[config.mk]
export PLATFORM = sky130hd
export DESIGN_NAME = axis_frame_classifier
export DESIGN_NICKNAME = d
export VERILOG_FILES = /design/src/rtl/axis_frame_classifier.sv
export SDC_FILE = /design/constraint.sdc
export NUM_CORES = 1
export LEC_CHECK = 0
export ABC_AREA = 1
export CORE_MARGIN = 4
export CORE_UTILIZATION = 50
export DETAILED_ROUTE_END_ITERATION = 12
export GPL_TIMING_DRIVEN = 0
export HOLD_SLACK_MARGIN = 0.05
export PLACE_DENSITY = 0.75
export SLEW_MARGIN = 10
export SYNTH_ARGS = -nofsm -noshare
export SYNTH_HDL_FRONTEND = slang
export SYNTH_SLANG_ARGS = --single-unit
[constraint.sdc]
create_clock -name i_clk -period 6.25 [get_ports i_clk]
set_input_delay 1.25 -clock i_clk [delete_from_list [all_inputs] [get_ports i_clk]]
set_output_delay 1.25 -clock i_clk [all_outputs]
set_load 0.01 [all_outputs]
[src/rtl/axis_frame_classifier.sv]
// Parses L2/L3 headers of 64-bit AXI-Stream Ethernet frames on the fly; one registered result per frame
// one cycle after the tlast beat. Input stalls (tready=0) while a result is held unconsumed.
module axis_frame_classifier #(
    parameter logic [47:0] LOCAL_MAC = 48'h211abcdef112,
    parameter int          MAX_BEATS = 190,
    parameter int          CNT_W     = 16
) (
    input  logic             i_clk,
    input  logic             i_reset,
    input  logic             i_rx_axis_tvalid,
    input  logic [63:0]      i_rx_axis_tdata,
    input  logic [7:0]       i_rx_axis_tkeep,
    input  logic             i_rx_axis_tlast,
    output logic             o_rx_axis_tready,
    output logic             o_res_valid,
    input  logic             i_res_ready,
    output logic [2:0]       o_res_type,
    output logic [10:0]      o_res_len,
    output logic             o_res_mac_match,
    output logic [2:0]       o_res_err,
    output logic [CNT_W-1:0] o_cnt_arp,
    output logic [CNT_W-1:0] o_cnt_icmp,
    output logic [CNT_W-1:0] o_cnt_udp,
    output logic [CNT_W-1:0] o_cnt_err
);

    localparam int            BW       = $clog2(MAX_BEATS + 1);
    localparam logic [BW-1:0] LAST_IDX = BW'(MAX_BEATS - 1);

    localparam logic [2:0] T_OTHER = 3'd0;
    localparam logic [2:0] T_ARP   = 3'd1;
    localparam logic [2:0] T_ICMP  = 3'd2;
    localparam logic [2:0] T_UDP   = 3'd3;
    localparam logic [2:0] T_IPV4  = 3'd4;

    typedef enum logic [1:0] {
        S_IDLE,
        S_HDR,
        S_BODY,
        S_DROP
    } state_t;

    state_t        state;
    state_t        state_nxt;
    logic [BW-1:0] beat_cnt;
    logic [47:0]   dst_mac_q;
    logic [15:0]   etype_q;
    logic [7:0]    proto_q;
    logic          bad_keep_q;

    logic          beat_acc;
    logic          last_acc;
    logic          hdr_b0;
    logic          hdr_b1;
    logic          hdr_b2;
    logic [47:0]   cur_mac;
    logic [15:0]   cur_etype;
    logic [47:0]   eff_mac;
    logic [15:0]   eff_etype;
    logic [7:0]    eff_proto;
    logic [3:0]    pop_cnt;
    logic [7:0]    keep_p1;
    logic          last_keep_ok;
    logic          beat_bad;
    logic          frame_bad;
    logic [31:0]   len_full;
    logic [10:0]   len_sat;
    logic [10:0]   len_nxt;
    logic [2:0]    type_nxt;
    logic [2:0]    err_nxt;
    logic          mac_nxt;
    logic          unused_tdata;

    assign o_rx_axis_tready = ~o_res_valid | i_res_ready;
    assign beat_acc         = i_rx_axis_tvalid & o_rx_axis_tready;
    assign last_acc         = beat_acc & i_rx_axis_tlast;
    assign unused_tdata     = ^i_rx_axis_tdata[55:48];

    // Header beats are only meaningful before the frame is being discarded.
    assign hdr_b0 = (state != S_DROP) && (beat_cnt == BW'(0));
    assign hdr_b1 = (state != S_DROP) && (beat_cnt == BW'(1));
    assign hdr_b2 = (state != S_DROP) && (beat_cnt == BW'(2));

    assign cur_mac   = {i_rx_axis_tdata[7:0],   i_rx_axis_tdata[15:8],  i_rx_axis_tdata[23:16],
                        i_rx_axis_tdata[31:24], i_rx_axis_tdata[39:32], i_rx_axis_tdata[47:40]};
    assign cur_etype = {i_rx_axis_tdata[39:32], i_rx_axis_tdata[47:40]};

    // Bypass the current beat so a frame ending on a header beat still classifies correctly.
    assign eff_mac   = hdr_b0 ? cur_mac : dst_mac_q;
    assign eff_etype = hdr_b1 ? cur_etype : etype_q;
    assign eff_proto = hdr_b2 ? i_rx_axis_tdata[63:56] : proto_q;

    always_comb begin
        pop_cnt = 4'd0;
        for (int i = 0; i < 8; i++) begin
            pop_cnt = pop_cnt + {3'b000, i_rx_axis_tkeep[i]};
        end
    end

    assign keep_p1      = i_rx_axis_tkeep + 8'd1;
    assign last_keep_ok = (i_rx_axis_tkeep != 8'h00) && ((i_rx_axis_tkeep & keep_p1) == 8'h00);
    assign beat_bad     = i_rx_axis_tlast ? ~last_keep_ok : (i_rx_axis_tkeep != 8'hFF);
    assign frame_bad    = bad_keep_q | beat_bad;

    assign len_full = (32'(beat_cnt) << 3) + 32'(pop_cnt);
    assign len_sat  = (len_full[31:11] != 21'd0) ? 11'h7FF : len_full[10:0];

    always_comb begin
        type_nxt = T_OTHER;
        if (beat_cnt != BW'(0)) begin
            if (eff_etype == 16'h0806) begin
                type_nxt = T_ARP;
            end else if (eff_etype == 16'h0800 && beat_cnt >= BW'(2)) begin
                case (eff_proto)
                    8'h01:   type_nxt = T_ICMP;
                    8'h11:   type_nxt = T_UDP;
                    default: type_nxt = T_IPV4;
                endcase
            end
        end
    end

    always_comb begin
        mac_nxt = (eff_mac == LOCAL_MAC) || (eff_mac == 48'hFFFF_FFFF_FFFF);
        if (state == S_DROP) begin
            len_nxt = 11'h7FF;
            err_nxt = {1'b1, frame_bad, 1'b0};
        end else begin
            len_nxt = len_sat;
            err_nxt = {1'b0, frame_bad, (len_sat < 11'd42)};
        end
    end

    always_comb begin
        state_nxt = state;
        if (beat_acc) begin
            if (i_rx_axis_tlast) begin
                state_nxt = S_IDLE;
            end else if (state != S_DROP && beat_cnt == LAST_IDX) begin
                state_nxt = S_DROP;
            end else begin
                case (state)
                    S_IDLE:  state_nxt = S_HDR;
                    S_HDR:   state_nxt = (beat_cnt == BW'(2)) ? S_BODY : S_HDR;
                    default: state_nxt = state;
                endcase
            end
        end
    end

    always_ff @(posedge i_clk or posedge i_reset) begin
        if (i_reset) begin
            state      <= S_IDLE;
            beat_cnt   <= '0;
            dst_mac_q  <= '0;
            etype_q    <= '0;
            proto_q    <= '0;
            bad_keep_q <= 1'b0;
        end else begin
            state <= state_nxt;
            if (beat_acc) begin
                if (i_rx_axis_tlast) begin
                    beat_cnt   <= '0;
                    bad_keep_q <= 1'b0;
                end else begin
                    bad_keep_q <= frame_bad;
                    if (state != S_DROP) begin
                        beat_cnt <= beat_cnt + BW'(1);
                    end
                end
                if (hdr_b0) dst_mac_q <= cur_mac;
                if (hdr_b1) etype_q   <= cur_etype;
                if (hdr_b2) proto_q   <= i_rx_axis_tdata[63:56];
            end
        end
    end

    always_ff @(posedge i_clk or posedge i_reset) begin
        if (i_reset) begin
            o_res_valid     <= 1'b0;
            o_res_type      <= T_OTHER;
            o_res_len       <= '0;
            o_res_mac_match <= 1'b0;
            o_res_err       <= '0;
        end else if (last_acc) begin
            o_res_valid     <= 1'b1;
            o_res_type      <= type_nxt;
            o_res_len       <= len_nxt;
            o_res_mac_match <= mac_nxt;
            o_res_err       <= err_nxt;
        end else if (i_res_ready) begin
            o_res_valid <= 1'b0;
        end
    end

    // Errored frames go only to the error counter; all counters stick at full scale.
    always_ff @(posedge i_clk or posedge i_reset) begin
        if (i_reset) begin
            o_cnt_arp  <= '0;
            o_cnt_icmp <= '0;
            o_cnt_udp  <= '0;
            o_cnt_err  <= '0;
        end else if (last_acc) begin
            if (err_nxt != 3'b000) begin
                if (o_cnt_err != '1) o_cnt_err <= o_cnt_err + CNT_W'(1);
            end else begin
                case (type_nxt)
                    T_ARP:   if (o_cnt_arp  != '1) o_cnt_arp  <= o_cnt_arp  + CNT_W'(1);
                    T_ICMP:  if (o_cnt_icmp != '1) o_cnt_icmp <= o_cnt_icmp + CNT_W'(1);
                    T_UDP:   if (o_cnt_udp  != '1) o_cnt_udp  <= o_cnt_udp  + CNT_W'(1);
                    default: ;
                endcase
            end
        end
    end

endmodule

==> impl_metrics.ini, run 1 <==
[placement]
dpl.cell_count = 1836
port_buffers = 152
gp_congestion = 0.9011
pre_cts_slack_ns = 0.1446
dp_hpwl_um = 19290

[clock_tree]
cts_tree = yes
cts_hold_buf = 0
clockRootBuffer = clkbuf_16
insertion_delay_ns = 0.43
cts_buffers = 17
path_clk_slew_ns = 0.07
cts_buffer_depth = 2
cts_sinks = 166
cts_setup_buffers = 0
cts_resized = 0
ctsHtreeMaxLevel = 4

[final_layout]
syn_to_final_growth_pct = 23.98
finalNetCount = 1685
post-route-util_pct = 63.74
layout-drive-gt1-share_pct = 5.989
stdcell_count = 1868
diodes = 0

[sta]
rsz0062_at_grt = no
final-max-slew-violation-count = 0
setup_ws_ns = 0.5787
slew_headroom_pct = 50.58
fmax_ghz = 0.1763
skew_ns = 0.01263
hold_viol = 0
fin_crit_sh_pct = 90.74
period_needed_ns = 5.671
worst_pin_slew_ns = 0.7413
setup_viol = 0

[power]
p_per_area_nw_per_um2 = 283.4
leakagePower_uw = 0.006054
peakVddDrop_v = 0.0002490

[global_route]
grt_pass1_wl_um = 43350
grt_pass1_vias = 9098
grt-ovfl-total = 0
antenna_found_initial = 0
grt_max_degree = 93
grt_usage_pct = 23.52

[drt]
avgRoutedWirePerCell_um = 13.86
drt_first_pass_iters = 5
drt_iter0_drc = 490
viasPerCell = 5.130
drc = 0
vias = 9583
ant_nets = 0
totalWireLength_um = 25890

[floorplanning]
core_um2 = 19720
die_h_um = 150.4
rows = 51
boundaryPins = 161
start_util_pct = 51.41
die_area_um2 = 22620
die_x_um = 150.4

[synth]
ys.flop_type = dfrtp_1
synthTopCellsByCount = nand2_1, inv_1, dfrtp_1
ys_ff_latch = 166
yosysTopAreaCellShare_pct = 40.98
syn-cell-area_um2 = 10140
netlist-cell-type-count = 45
avgSynthCellArea_um2 = 7.149
yosysSeqAreaShare_pct = 40.98
synth-edff-count = 0
yosysTopAreaCell = dfrtp_1
synth_nets = 1513
synthesis.instances = 1418
synth.most_common_cell = nand2_1
async_reset_ff_share_pct = 100.0
netlist_top_cells_area = dfrtp_1, nand2_1, inv_1
yosysWarnings = 0

[hold_path]
min_path_type = flip-flop to flip-flop

[worst_setup_path]
start_kind = primary input
worst-path-max-fanout = 10
worstSetupEndpointType = flip-flop
crit_type = primary input to flip-flop
cp.required_ns = 6.57
arrival_ns = 5.99

[job]
max_cap_viol_count = 0

[run_status]
status = finished, final reports clean
## logic make-up (layout without fill, tap and decap cells)
| family | Yosys count | after routing | share of synthesized area (%) |
|---|---|---|---|
| xor+xnor | 33 | 33 | 2.851 |
| simple gates | 770 | 770 | 33.95 |
| fa+ha+maj | 18 | 18 | 2.518 |
| flops | 166 | 166 | 40.98 |
| buf+inv | 257 | 442 | 10.26 |
| compound gates | 174 | 174 | 9.442 |
## cell type report
type | count | area (µm²)
plain buffers | 43 | 236.5
clock buffers | 20 | 446.7
clock inverters | 12 | 96.34
fillers | 1760 | 7149
inverters | 214 | 810.8
multi-input cells | 995 | 4943
flip-flops and latches | 166 | 4154
well taps | 265 | 331.6
repair buffers | 153 | 1549
## critical path, cell delays in order
cell and delay, ns:
clkdlybuf4s50_1 0.49, fa_1 0.57, inv_1 0.05, fa_1 0.49, fa_1 0.41, inv_1 0.07
ha_1 0.17, inv_1 0.06, fa_1 0.39, inv_1 0.07, nand2_1 0.13, nor2_1 0.21
nand2_1 0.08, nand2_1 0.07, nand3_1 0.11, nor2_1 0.12, nand3_1 0.28, nand3_1 0.21
buf_2 0.26, buf_2 0.28, nor2_1 0.09, nand3_1 0.08, nand2_1 0.05
## path summary, 6_finish.rpt
| path | start | cells after the start | end | slack [ns] |
|---|---|---|---|---|
| worst max register to register | beat_cnt[1] | 15 | o_cnt_udp[8] | 3.24 |
| worst min-delay path | dst_mac_q[12] | 2 | dst_mac_q[12] | 0.48 |
| worst max-delay path | i_rx_axis_tkeep[0] | 23 | o_cnt_udp[9] | 0.58 |
| worst min register to register | dst_mac_q[12] | 2 | dst_mac_q[12] | 0.48 |
| max in group asynchronous | i_reset | 3 | o_res_len[10] | 4.10 |
| min in group asynchronous | i_reset | 2 | o_cnt_err[7] | 1.35 |
## registers in the layout, summed over array words and instances (netlist names), 2 cells and up
| signal | cells |
|---|---|
| dst_mac_q | 48 |
| etype_q | 16 |
| o_cnt_arp | 16 |
| o_cnt_err | 16 |
| o_cnt_icmp | 16 |
| o_cnt_udp | 16 |
| o_res_len | 11 |
| beat_cnt | 8 |
| proto_q | 8 |
| o_res_err | 3 |
| o_res_type | 3 |
| state | 2 |
## metal layers
metal | routed length (µm) | share of wire, % | vias to the layer above | track usage (%)
met4 | 363 | 1.4 | 0 | 5.855
met1 | 12080 | 47 | 4471 | 33.02
li1 | - | - | 4831 | -
met3 | 1495 | 5.8 | 24 | 4.576
met5 | 0 | 0 | - | 0
met2 | 11950 | 46 | 257 | 37.70
## per-stage QoR
step                      total power [µW]  TNS (ns)  area (µm²)  hold WS (ns)
after floorplan                       2224         0       10140        0.4474
after global placement                2549   -325.51       11990        0.4640
after detailed placement              2591         0       12030        0.4681
after CTS                             3578         0       12570        0.4841
after global routing                  3817         0       12570        0.4971
final                                 3562         0       12570        0.4825
## placed cells by master (no fill, tap or decap), drive strengths merged
cell / count
nand3b: 7
a21boi: 1
clkdlybuf4s50: 152
nor3: 30
o21ai: 125
buf: 28
xor2: 22
o21bai: 9
xnor2: 11
a21oi: 18
clkinv: 10
dfrtp: 166
clkbuf: 36
nand4: 40
a31oi: 7
or2: 1
clkinvlp: 1
nor4: 1
o41ai: 1
a2bb2oi: 3
o21a: 4
nor3b: 2
o22ai: 4
nand3: 102
nand2: 459
fa: 4
nor2: 128
o22a: 2
inv: 215
ha: 14
## report_power, final
part / switching [µW] / leakage, µW / internal (µW)
clock: 456 / 0.000265 / 525
combinational: 724 / 0.00376 / 433
sequential: 124 / 0.00203 / 1300
(Power assumes the default switching activity.)
==> run 2: changes to the inputs <==
Settings changed: ABC_AREA 1 to default, CORE_ASPECT_RATIO from default to 1.1, PLACE_DENSITY 0.75 to 0.78, REMOVE_ABC_BUFFERS from default to 1.
==> run 2 against run 1 <==
Net effect:
- clock-buffer cell count down 1
- clock power shrank 1%
- setup slack worse by 0.10 ns
- design area shrank 16%
- die area fell by 18%
- routed wire length shrank 25%
- register-to-register slack got worse by 0.27 ns
- sequential share of layout area up 6.5 points
- via count is 34% lower
- flip-flop and latch count stayed put
- synthesized cell count is 48% lower
- hold slack better by 0.00092 ns
- critical endpoint is now o_cnt_arp[1]
- largest power group unchanged
==> impl_metrics.ini, run 2 <==
[sta]
worst_pin_slew_ns = 0.9855
final-max-slew-violation-count = 0
hold_viol = 0
fin_crit_sh_pct = 92.40
rsz0062_at_grt = no
setup_viol = 0
fmax_ghz = 0.1732
slew_headroom_pct = 34.30
skew_ns = 0.01277
whs_ns = 0.4835
period_needed_ns = 5.775

[clock_tree]
insertion_delay_ns = 0.43
cts_sinks = 166
cts_buffers = 17
cts_buffer_depth = 2
cts_tree = yes
ctsHtreeMaxLevel = 4
path_clk_slew_ns = 0.06
clockRootBuffer = clkbuf_16
cts_hold_buf = 0

[synth]
ys_ff_latch = 166
ys.flop_type = dfrtp_1
synth-edff-count = 0
yosysSeqAreaShare_pct = 50.70
yosysWarnings = 0
async_reset_ff_share_pct = 100.0
synthesis.instances = 744
synthTopCellsByCount = dfrtp_1, mux2_2, nor2_1
netlist-cell-type-count = 56
netlist_top_cells_area = dfrtp_1, mux2_2, xnor2_1
avgSynthCellArea_um2 = 11.01
yosysTopAreaCellShare_pct = 50.70
synth.most_common_cell = dfrtp_1
syn-cell-area_um2 = 8193
yosysTopAreaCell = dfrtp_1

[final_layout]
largest_register_ffs = 48
stdcell_count = 1110
layout-drive-gt1-share_pct = 14.18
finalNetCount = 992
layout_common_cells = dfrtp_1, clkdlybuf4s50_1, mux2_2, nor2_1, nand2_1
top_register = dst_mac_q
multi_input_area_um2 = 3857
final_common_cell = dfrtp_1
syn_to_final_growth_pct = 28.34
diodes = 0
register_area_um2 = 4154
n_fill_cell = 1231

[floorplanning]
boundaryPins = 161
start_util_pct = 51.48
die_area_um2 = 18500
rows = 48
die_x_um = 130.1
core_um2 = 15920
die_h_um = 142.3

[power]
power_frac_seq_pct = 47.1
pwr-share-clk_pct = 28.6
peakVddDrop_v = 0.0002003
intPower_uw = 2358
leakagePower_uw = 0.004306
p_per_area_nw_per_um2 = 321.8
p_sw_uw = 1026
switching_share_pct = 30.32
p_comb_share_pct = 24.3

[job]
max_cap_viol_count = 0

[drt]
drt_first_pass_iters = 4
drt_iter0_drc = 345
viasPerCell = 5.682
drc = 0
totalWireLength_um = 19350
avgRoutedWirePerCell_um = 17.43
vias = 6307
ant_nets = 0

[run_status]
status = finished, final reports clean

[worst_setup_path]
worst-path-max-fanout = 16
crit_type = primary input to flip-flop
cp-startpoint = i_rx_axis_tkeep[0]
regToRegStartpoint = beat_cnt[0]
worstSetupEndpointType = flip-flop
start_kind = primary input
arrival_ns = 6.08
cp.required_ns = 6.55

[global_route]
grt_pass1_wl_um = 32450
grt_usage_pct = 21.95
grt_pass1_vias = 6540
antenna_found_initial = 0
grt-ovfl-total = 0
grt_max_degree = 113

[hold_path]
min_path_type = flip-flop to flip-flop
hp-start = o_res_type[0]

[placement]
dp_hpwl_um = 13900
port_buffers = 152
gp_congestion = 0.8201
dpl.cell_count = 1075
-- run 2: cell count changes in the layout (fill, tap and decap cells not counted), sizes merged, moves of 11 or more --
cell,previous run,this run
and3,0,21
buf,28,9
clkbuf,36,19
inv,215,20
mux2,0,77
nand2,459,53
nand3,102,47
nor2,128,56
nor3,30,19
nor4,1,27
o21ai,125,7
xnor2,11,47
-- run 2: area by class of cell --
cell class / count / area share (%)
sequential: 166 / 39.50
multi-input combinational: 534 / 36.68
timing repair buffer: 161 / 15.58
clock buffer: 19 / 4.212
tap: 200 / 2.380
clock inverter: 13 / 0.9638
inverter: 17 / 0.6782
-- run 2: metrics by stage --
stage | power (µW) | utilization (%) | setup TNS [ns] | setup slack, ns | instance area (µm²)
finish | 3384 | 66.07 | 0 | 0.4748 | 10520
global route | 3571 | 66.07 | 0 | 0.08130 | 10520
global placement | 2368 | 61.72 | -346.65 | -1.718 | 9823
CTS | 3405 | 65.65 | 0 | 0.2540 | 10450
detailed placement | 2422 | 62.23 | -2.282 | -0.1813 | 9905
floorplan | 2093 | - | 0 | 0.5100 | 8051
-- run 2: what timing repair did --
| action | CTS | global route |
|---|---|---|
| endpoints found under the setup margin | 0 | 23 |
| gates resized for setup | 0 | 2 |
| setup buffers | 0 | 3 |
-- run 2: power by group through the flow --
stage	clock, µW	combinational (µW)	sequential (µW)
2_1_floorplan	0	530	1560
3_3_place_gp	0	786	1580
3_5_place_dp	0	821	1600
4_1_cts	985	829	1590
5_1_grt	1030	908	1630
6_report	968	822	1590
-- run 2: cell families after synthesis --
kind of cell,Yosys count,synth area share [%]
AOI/OAI and AO/OA,53,4.765
and+or+nand+nor,309,20.02
xor gates and xnor gates,72,7.697
muxes,82,11.19
buffers and inverters,44,2.504
DFF,166,50.70
adders and majority gates,18,3.116
-- run 2: per-layer routing --
metal  vias to the layer above  track usage (%)  routed length [µm]
met4                         0            7.166                 466
met1                      3106            27.61                8071
li1                       3012                -                   -
met2                       158            37.33                9817
met3                        31            5.218                 990
met5                         -                0                   0
-- run 2: path summary, 6_finish.rpt --
| check | endpoint | slack, ns | cells after the start |
|---|---|---|---|
| max in group asynchronous | beat_cnt[3] | 4.14 | 3 |
| worst max register to register | o_cnt_err[1] | 2.97 | 8 |
| worst max-delay path | o_cnt_arp[1] | 0.47 | 15 |
| min in group asynchronous | o_cnt_icmp[7] | 1.23 | 2 |
| worst min register to register | o_res_type[0] | 0.48 | 2 |
| worst min-delay path | o_res_type[0] | 0.48 | 2 |
-- run 2: worst max-delay path: stages --
cell and delay [ns]:
clkdlybuf4s50_1 0.49, fa_1 0.56, inv_1 0.05, fa_1 0.49, fa_1 0.41, inv_1 0.07
ha_1 0.20, inv_1 0.07, fa_1 0.43, nor3b_1 0.48, nor3_1 0.08, a31o_2 0.32
a21oi_2 0.60, nand2_1 0.20, mux2_1 0.36
